===== src/rtl/m31_pkg.sv =====
// m31_pkg: Mersenne-31 constants, op encoding and 32-to-31-bit canonical reduction shared by the add/sub pipeline
package m31_pkg;
    localparam int M31_WIDTH = 31;
    localparam logic [M31_WIDTH-1:0] M31_P = 31'h7FFFFFFF;
    typedef enum logic [1:0] {ADD, SUB, RSUB, PASS} m31_addsub_op_e;
    function automatic logic [M31_WIDTH-1:0] m31_reduce32(input logic [M31_WIDTH:0] s);
        logic [M31_WIDTH-1:0] r;
        r = s[M31_WIDTH-1:0] + M31_WIDTH'(s[M31_WIDTH]);
        return r == M31_P ? '0 : r;
    endfunction
endpackage


===== src/rtl/m31_addsub_lane.sv =====
// m31_addsub_lane: one lane; a/b/op/en -> 32-bit raw sum (stage-1 input), s/s_en -> canonical or raw-passthrough word r (stage-2 input)
module m31_addsub_lane
    import m31_pkg::*;
(
    input  logic [M31_WIDTH-1:0] a,
    input  logic [M31_WIDTH-1:0] b,
    input  m31_addsub_op_e       op,
    input  logic                 en,
    output logic [M31_WIDTH:0]   sum,
    input  logic [M31_WIDTH:0]   s,
    input  logic                 s_en,
    output logic [M31_WIDTH-1:0] r
);
    logic [M31_WIDTH-1:0] x, y;
    always_comb begin
        x = op == RSUB ? M31_P - a : a;
        y = op == SUB ? M31_P - b : op == PASS ? '0 : b;
        sum = en ? {1'b0, x} + {1'b0, y} : {1'b0, a};
        r = s_en ? m31_reduce32(s) : s[M31_WIDTH-1:0];
    end
endmodule


===== src/rtl/m31_vector_addsub_pipe.sv =====
// m31_vector_addsub_pipe: 2-stage stall-in-place M31 vector add/sub/rsub/pass; in_valid/in_ready/in_op/in_lane_en/in_tag/vec1/vec2 in, out_valid/out_ready/out_tag/result out
module m31_vector_addsub_pipe
    import m31_pkg::*;
#(
    parameter int WORD_WIDTH  = 31,
    parameter int VECTOR_SIZE = 16,
    parameter int TAG_WIDTH   = 4
) (
    input  logic                   clk,
    input  logic                   rst_n,
    input  logic                   in_valid,
    output logic                   in_ready,
    input  logic [1:0]             in_op,
    input  logic [VECTOR_SIZE-1:0] in_lane_en,
    input  logic [TAG_WIDTH-1:0]   in_tag,
    input  logic [WORD_WIDTH-1:0]  vec1 [0:VECTOR_SIZE-1],
    input  logic [WORD_WIDTH-1:0]  vec2 [0:VECTOR_SIZE-1],
    output logic                   out_valid,
    input  logic                   out_ready,
    output logic [TAG_WIDTH-1:0]   out_tag,
    output logic [WORD_WIDTH-1:0]  result [0:VECTOR_SIZE-1]
);
    if (WORD_WIDTH != M31_WIDTH) begin : g_bad_width
        $error("WORD_WIDTH must be 31 for M31 reduction");
    end
    if (VECTOR_SIZE < 1 || VECTOR_SIZE > 64) begin : g_bad_size
        $error("VECTOR_SIZE must be in 1..64");
    end
    if (TAG_WIDTH < 1) begin : g_bad_tag
        $error("TAG_WIDTH must be >= 1");
    end
    logic s1_valid, s2_valid, s1_load, s2_load;
    logic [VECTOR_SIZE-1:0] s1_en;
    logic [TAG_WIDTH-1:0] s1_tag;
    logic [WORD_WIDTH:0] s1_sum [0:VECTOR_SIZE-1];
    logic [WORD_WIDTH:0] sum_w [0:VECTOR_SIZE-1];
    logic [WORD_WIDTH-1:0] red_w [0:VECTOR_SIZE-1];
    assign s2_load = !s2_valid | out_ready;
    assign s1_load = !s1_valid | s2_load;
    assign in_ready = s1_load;
    assign out_valid = s2_valid;
    for (genvar i = 0; i < VECTOR_SIZE; i++) begin : g_lane
        m31_addsub_lane u_lane (
            .a    (vec1[i]),
            .b    (vec2[i]),
            .op   (m31_addsub_op_e'(in_op)),
            .en   (in_lane_en[i]),
            .sum  (sum_w[i]),
            .s    (s1_sum[i]),
            .s_en (s1_en[i]),
            .r    (red_w[i])
        );
    end
    // disabled lanes carry the raw vec1 word through s1_sum, so no extra operand storage is needed
    always_ff @(posedge clk or negedge rst_n) begin
        if (!rst_n) begin
            s1_valid <= 1'b0;
            s2_valid <= 1'b0;
            s1_en <= '0;
            s1_tag <= '0;
            out_tag <= '0;
            for (int k = 0; k < VECTOR_SIZE; k++) begin
                s1_sum[k] <= '0;
                result[k] <= '0;
            end
        end else begin
            if (s1_load) s1_valid <= in_valid;
            if (s1_load && in_valid) begin
                s1_en <= in_lane_en;
                s1_tag <= in_tag;
                s1_sum <= sum_w;
            end
            if (s2_load) s2_valid <= s1_valid;
            if (s2_load && s1_valid) begin
                out_tag <= s1_tag;
                result <= red_w;
            end
        end
    end
endmodule


===== config.mk =====
export PLATFORM = sky130hd
export DESIGN_NAME = m31_vector_addsub_pipe
export DESIGN_NICKNAME = d
export VERILOG_FILES = /design/src/rtl/m31_pkg.sv /design/src/rtl/m31_addsub_lane.sv /design/src/rtl/m31_vector_addsub_pipe.sv
export SDC_FILE = /design/constraint.sdc
export NUM_CORES = 2
export LEC_CHECK = 0
export ABC_CLOCK_PERIOD_IN_PS = 7700
export BUFFER_PORTS_ARGS = -buffer_cell sky130_fd_sc_hd__buf_2
export CORE_AREA = 2 2 583 585
export DETAILED_ROUTE_END_ITERATION = 7
export DIE_AREA = 0 0 585 587
export GPL_TIMING_DRIVEN = 0
export HOLD_SLACK_MARGIN = 0.15
export PLACE_DENSITY = 0.6
export SYNTH_ARGS = -nofsm -noshare
export SYNTH_HDL_FRONTEND = slang
export SYNTH_HIERARCHICAL = 1
export SYNTH_SLANG_ARGS = --single-unit

===== constraint.sdc =====
create_clock -name clk -period 7.7 [get_ports clk]
set_input_delay 0.385 -clock clk [delete_from_list [all_inputs] [get_ports clk]]
set_output_delay 0.385 -clock clk [all_outputs]
set_load 0.05 [all_outputs]

# After elaboration in Yosys (flattened, before gate mapping)
# Index checks and enable logic that the tools add are counted.
# word_totals
ff_bits,1034
output_inout_bits,502
# classes
n_eq_ne,19
add_sub_neg,64
muxes,96
reduce_logical,4
bitwise,2
# op_table
cell,count
31-bit two-way mux,80
"31-bit subtractor, first input constant",32
31-bit by 31-bit adder with 32-bit output,16
32-bit two-way mux,16
31-bit by 1-bit adder with 31-bit output,16
"31-bit == test, second input constant",16
"2-bit == test, second input constant",2
"2-bit by 1-bit == test with 1-bit output, second input constant",1
1-bit logical AND,2
1-bit logical NOT,2
1-bit OR,2

# Logic depth before layout (Yosys ltp)
# depth
word_depth,5
ltp_mapped,16
mapped_depth_nobuf,13

# Hierarchy
# The synthesis kept the hierarchy.
# by_module_without_submodules
mod,cells_per_inst,n_inst,seq_area_each_um2,area_per_inst_um2
m31_vector_addsub_pipe,2185,1,25874.8,38376.8
m31_addsub_lane at g_lane[0].u_lane ...,583,9,0.0,4090.2
m31_addsub_lane at g_lane[4].u_lane ...,623,5,0.0,4265.3
m31_addsub_lane at g_lane[9].u_lane,622,1,0.0,4264.1
m31_addsub_lane at g_lane[11].u_lane,596,1,0.0,4035.1

# Worst setup path after synthesis
# Ideal clock, no wire load.
# synth_path
path_kind,in2reg
startpoint,in in_op[0]
endpoint,reg s1_sum[60] (netlist name)
arrival_time_ns,3.874
t_required_ns,7.572
path_slack_ns,3.699
path_buffers,3
setup_time_ns,0.128
path_stages,16
cell_sequence,clkbuf_1 -> nand2b_1 -> clkbuf_1 -> clkbuf_1 -> xnor2_1 -> ha_1 -> fa_1 -> a211o_1 -> o211ai_1 -> a22oi_1 -> a41o_1 -> a21oi_1 -> o31ai_1 -> xor2_1 -> mux2_2 -> mux2_1
# synth_lines
item,line,text
start: declaration,m31_vector_addsub_pipe.sv:13,"input logic [1:0] in_op,"
end signal: assignment,m31_vector_addsub_pipe.sv:71,s1_sum <= sum_w;
end: declaration,m31_vector_addsub_pipe.sv:35,logic [WORD_WIDTH:0] s1_sum [0:VECTOR_SIZE-1];

==> out/qor.txt <==
status: complete, no violations
Max-Cap Viols: 0
Worst Path Max Fanout: 22
r2r worst-path depth: 12
Area contributors post-synth: dfrtp_1, mux2_2, xnor2_1, ha_1, mux2i_1
final hold vios: 0
#FFs+latches synth: 1034
Main synth FF type: dfrtp_1
Placed Area: 118000 um^2
Area Overhead vs Synth: 22.9%
Syn Nets: 13327
Max Slew Vio Count: 0
share of the synthesized area in the top cell type: 24.7%
Finished Core Util: 38.1%
Final setup viols: 0
clk_lat worst skew: 0.84 ns
Clock Sinks: 1034
dpl ws: 2.33 ns
endpoint class of the critical path: flip-flop
DRT antenna net count: 0
design area: 129000 um^2
Max clock buf depth: 4
standard-cell row count: 214
fin crit share: 62.1%
TNS Setup: 0 ns
Max stage delay on crit path: 0.72 ns
Cell variety after synth: 94
Avg WL per Cell: 26.0 um
via count: 104237
Mapped Cells: 11765
cell taking the most area after synthesis: dfrtp_1
worst rel slew slack: 30.2%
syn_area_per_cell: 8.91 um^2
drt first-iter violations: 9070
largest net degree at the start of global routing: 152
Final Power: 36.1 mW
initial antenna violation count: 200
Async SR Flop Fraction: 100%
starting density of the core: 31.0%
H-tree levels: 4
leakage: 55.4 nW
Power Density: 281 nW/um^2
clk_skew: 0.0625 ns
Worst-path clk slew: 0.05 ns
RSZ-0062 raised after global routing: no
layout cell share with drive strength beyond 1: 25.7%
RD Place Congestion: 1.08
Post-Synthesis Cell Area: 105000 um^2
Max Fclk: 209 MHz
vias per cell: 5.54
Post-Route WL: 490000 um
root buffer cell: clkbuf_16
number of enable flip-flop cells after synthesis: 0
worst-path cell chain: buf_4, buf_16, nand2b_1, clkbuf_1, clkbuf_1, xnor2_1, ha_1, fa_1, a21o_1, nand4_1, a211oi_1, o31ai_1, nor3b_1, o311ai_0, mux2_2
kind of critical path: input port to flip-flop
R2R Path End: result[114]$_DFFE_PN0P_
YS warnings: 6
Crit path required time: 8.37 ns
Hold/Removal Path Class: input port to async pin
final worst-path setup slack: 2.92 ns
CP max stage cell: clkbuf_1
Core ar.: 338000 um^2
Num CTS Buffers: 141
DP HPWL: 404000 um
Final Critical Period: 4.78 ns
crit path launch type: input port
# DRC: 0
Die X: 585 um
vias in the first global route: 98545
CTS tree: built
die area: 343000 um^2
start of the worst register-to-register path: s1_sum[96]$_DFFE_PN0P_
first-pass GRT wire length: 694000 um
most used cell, CP: clkbuf_1
Die Height: 587 um
post-synthesis sequential area ratio: 24.7%
Final nets: 15502
first-pass iteration count of the detailed router: 8
total congestion overflow: 0
Ports: 1520
Worst Tran Pin Value: 1.05 ns
R2R setup slack: 3.39 ns
CP arrival: 5.45 ns
worst vdd ir: 0.000455 V
IO Port Bufs: 1518
GRT Total Usage: 27.3%
[how the worst max path moves through the flow]
| stage | endpoint | depth (start not counted) | from |
|---|---|---|---|
| final | s1_sum[216]$_DFFE_PN0P_ | 15 | in_op[1] |
| after global routing | s1_sum[216]$_DFFE_PN0P_ | 15 | in_op[1] |
| after CTS | s1_sum[216]$_DFFE_PN0P_ | 15 | in_op[1] |
| after detailed placement | s1_sum[216]$_DFFE_PN0P_ | 15 | in_op[1] |
| after global placement | s1_sum[140]$_DFFE_PN0P_ | 1 | rst_n |
| after floorplan | s1_sum[60]$_DFFE_PN0P_ | 16 | in_op[0] |
[worst max-delay path, delay by kind of cell]
family | cells | cell delay [ns]
AO/OA/AOI/OAI | 4 | 1.04
XOR/XNOR | 1 | 0.14
adder cells (fa/ha/maj) | 2 | 0.81
buffers and inverters | 4 | 1.54
multiplexers | 1 | 0.35
AND/OR/NAND/NOR | 3 | 1.04
[placed cells by master, fill, tap and decap left out, types with 154 or more instances in the layout]
cell / instances
buf_2: 1615
mux2_2: 1294
dfrtp_1: 1034
xnor2_1: 861
nand2_1: 722
nor2_1: 614
a21oi_1: 603
mux2i_1: 541
ha_1: 528
dlygate4sd3_1: 505
o21ai_0: 502
clkbuf_1: 423
nand3_1: 417
a21o_1: 362
nor3_1: 315
inv_1: 287
nand4_1: 257
diode_2: 242
and3_1: 218
o21ai_1: 194
a31oi_1: 154
[synth_stat cells (75+ instances only)]
cell      number
nor2b_1      101
ha_1         528
a31oi_1      154
xnor2_1      861
buf_4        138
o21bai_1      85
a211oi_1     105
a21oi_1      603
nand2b_1     134
and4_1        84
nor4_1       116
nand3_1      417
nand2_1      722
mux2_2      1294
nor3_2        75
o21ai_1      194
inv_1        287
o21ai_0      502
dfrtp_1     1034
nor3_1       315
o211ai_1     100
buf_2         99
nand4_1      257
a21o_1       362
mux2_1        91
and3_1       218
mux2i_1      541
xor2_1       145
nor2_1       614
clkbuf_1     410
o31ai_1       88
[sequential cells by signal, summed over array words and instances, names as in the netlist]
signal     count
s1_en         16
s1_tag         4
out_tag        4
result       496
out_valid      1
s1_sum       512
s1_valid       1
[logic make-up after synthesis]
logic type               after synthesis  synth area share, %
XOR/XNOR                            1007                 8.42
buffers and inverters               1027                 4.53
flip-flops                          1034                 24.7
multiplexers                        1926                 20.0
adder cells (fa/ha/maj)              544                 6.61
AND/OR/NAND/NOR                     3518                 18.8
AO/OA/AOI/OAI                       2709                 16.9
[layer usage]
layer	up-vias	part of all wire [%]	routed length, um	global-route usage, %
li1	48337	-	-	-
met1	50815	40	195000	32.7
met2	4048	44	218000	42.6
met3	979	7.7	37900	6.42
met4	58	8.0	39200	19.9
met5	-	0.076	373	0
[cell type report]
class                   count  area [um^2]
clock buffers             169         3820
fillers                 34910       209000
multi-input cells        9704        74200
clock inverters            76         1010
inverters                 293         1100
well taps                4536         5680
repair buffers           2032        12900
diodes                    242          606
flip-flops and latches   1034        25900
plain buffers             734         3650
[power breakdown]
part / internal (mW) / switching (mW)
logic: 6.55 / 12.9
clock network: 4.21 / 2.81
registers: 7.43 / 2.27
[repair_timing]
action / in CTS / in global routing
endpoints found under the hold margin: 641 / 0
resized for setup: 0 / 0
hold buffers: 505 / 0
setup buffers: 0 / 0
[per-stage QoR]
stage / cells / hold slack [ns]
floorplan: 11765 / 0.0894
global placement: 17819 / 0.470
detailed placement: 17828 / 0.476
CTS: 18578 / 0.152
global route: 18770 / 0.217
finish: 18820 / 0.244
Note: power is estimated with default switching activity, not from simulation.
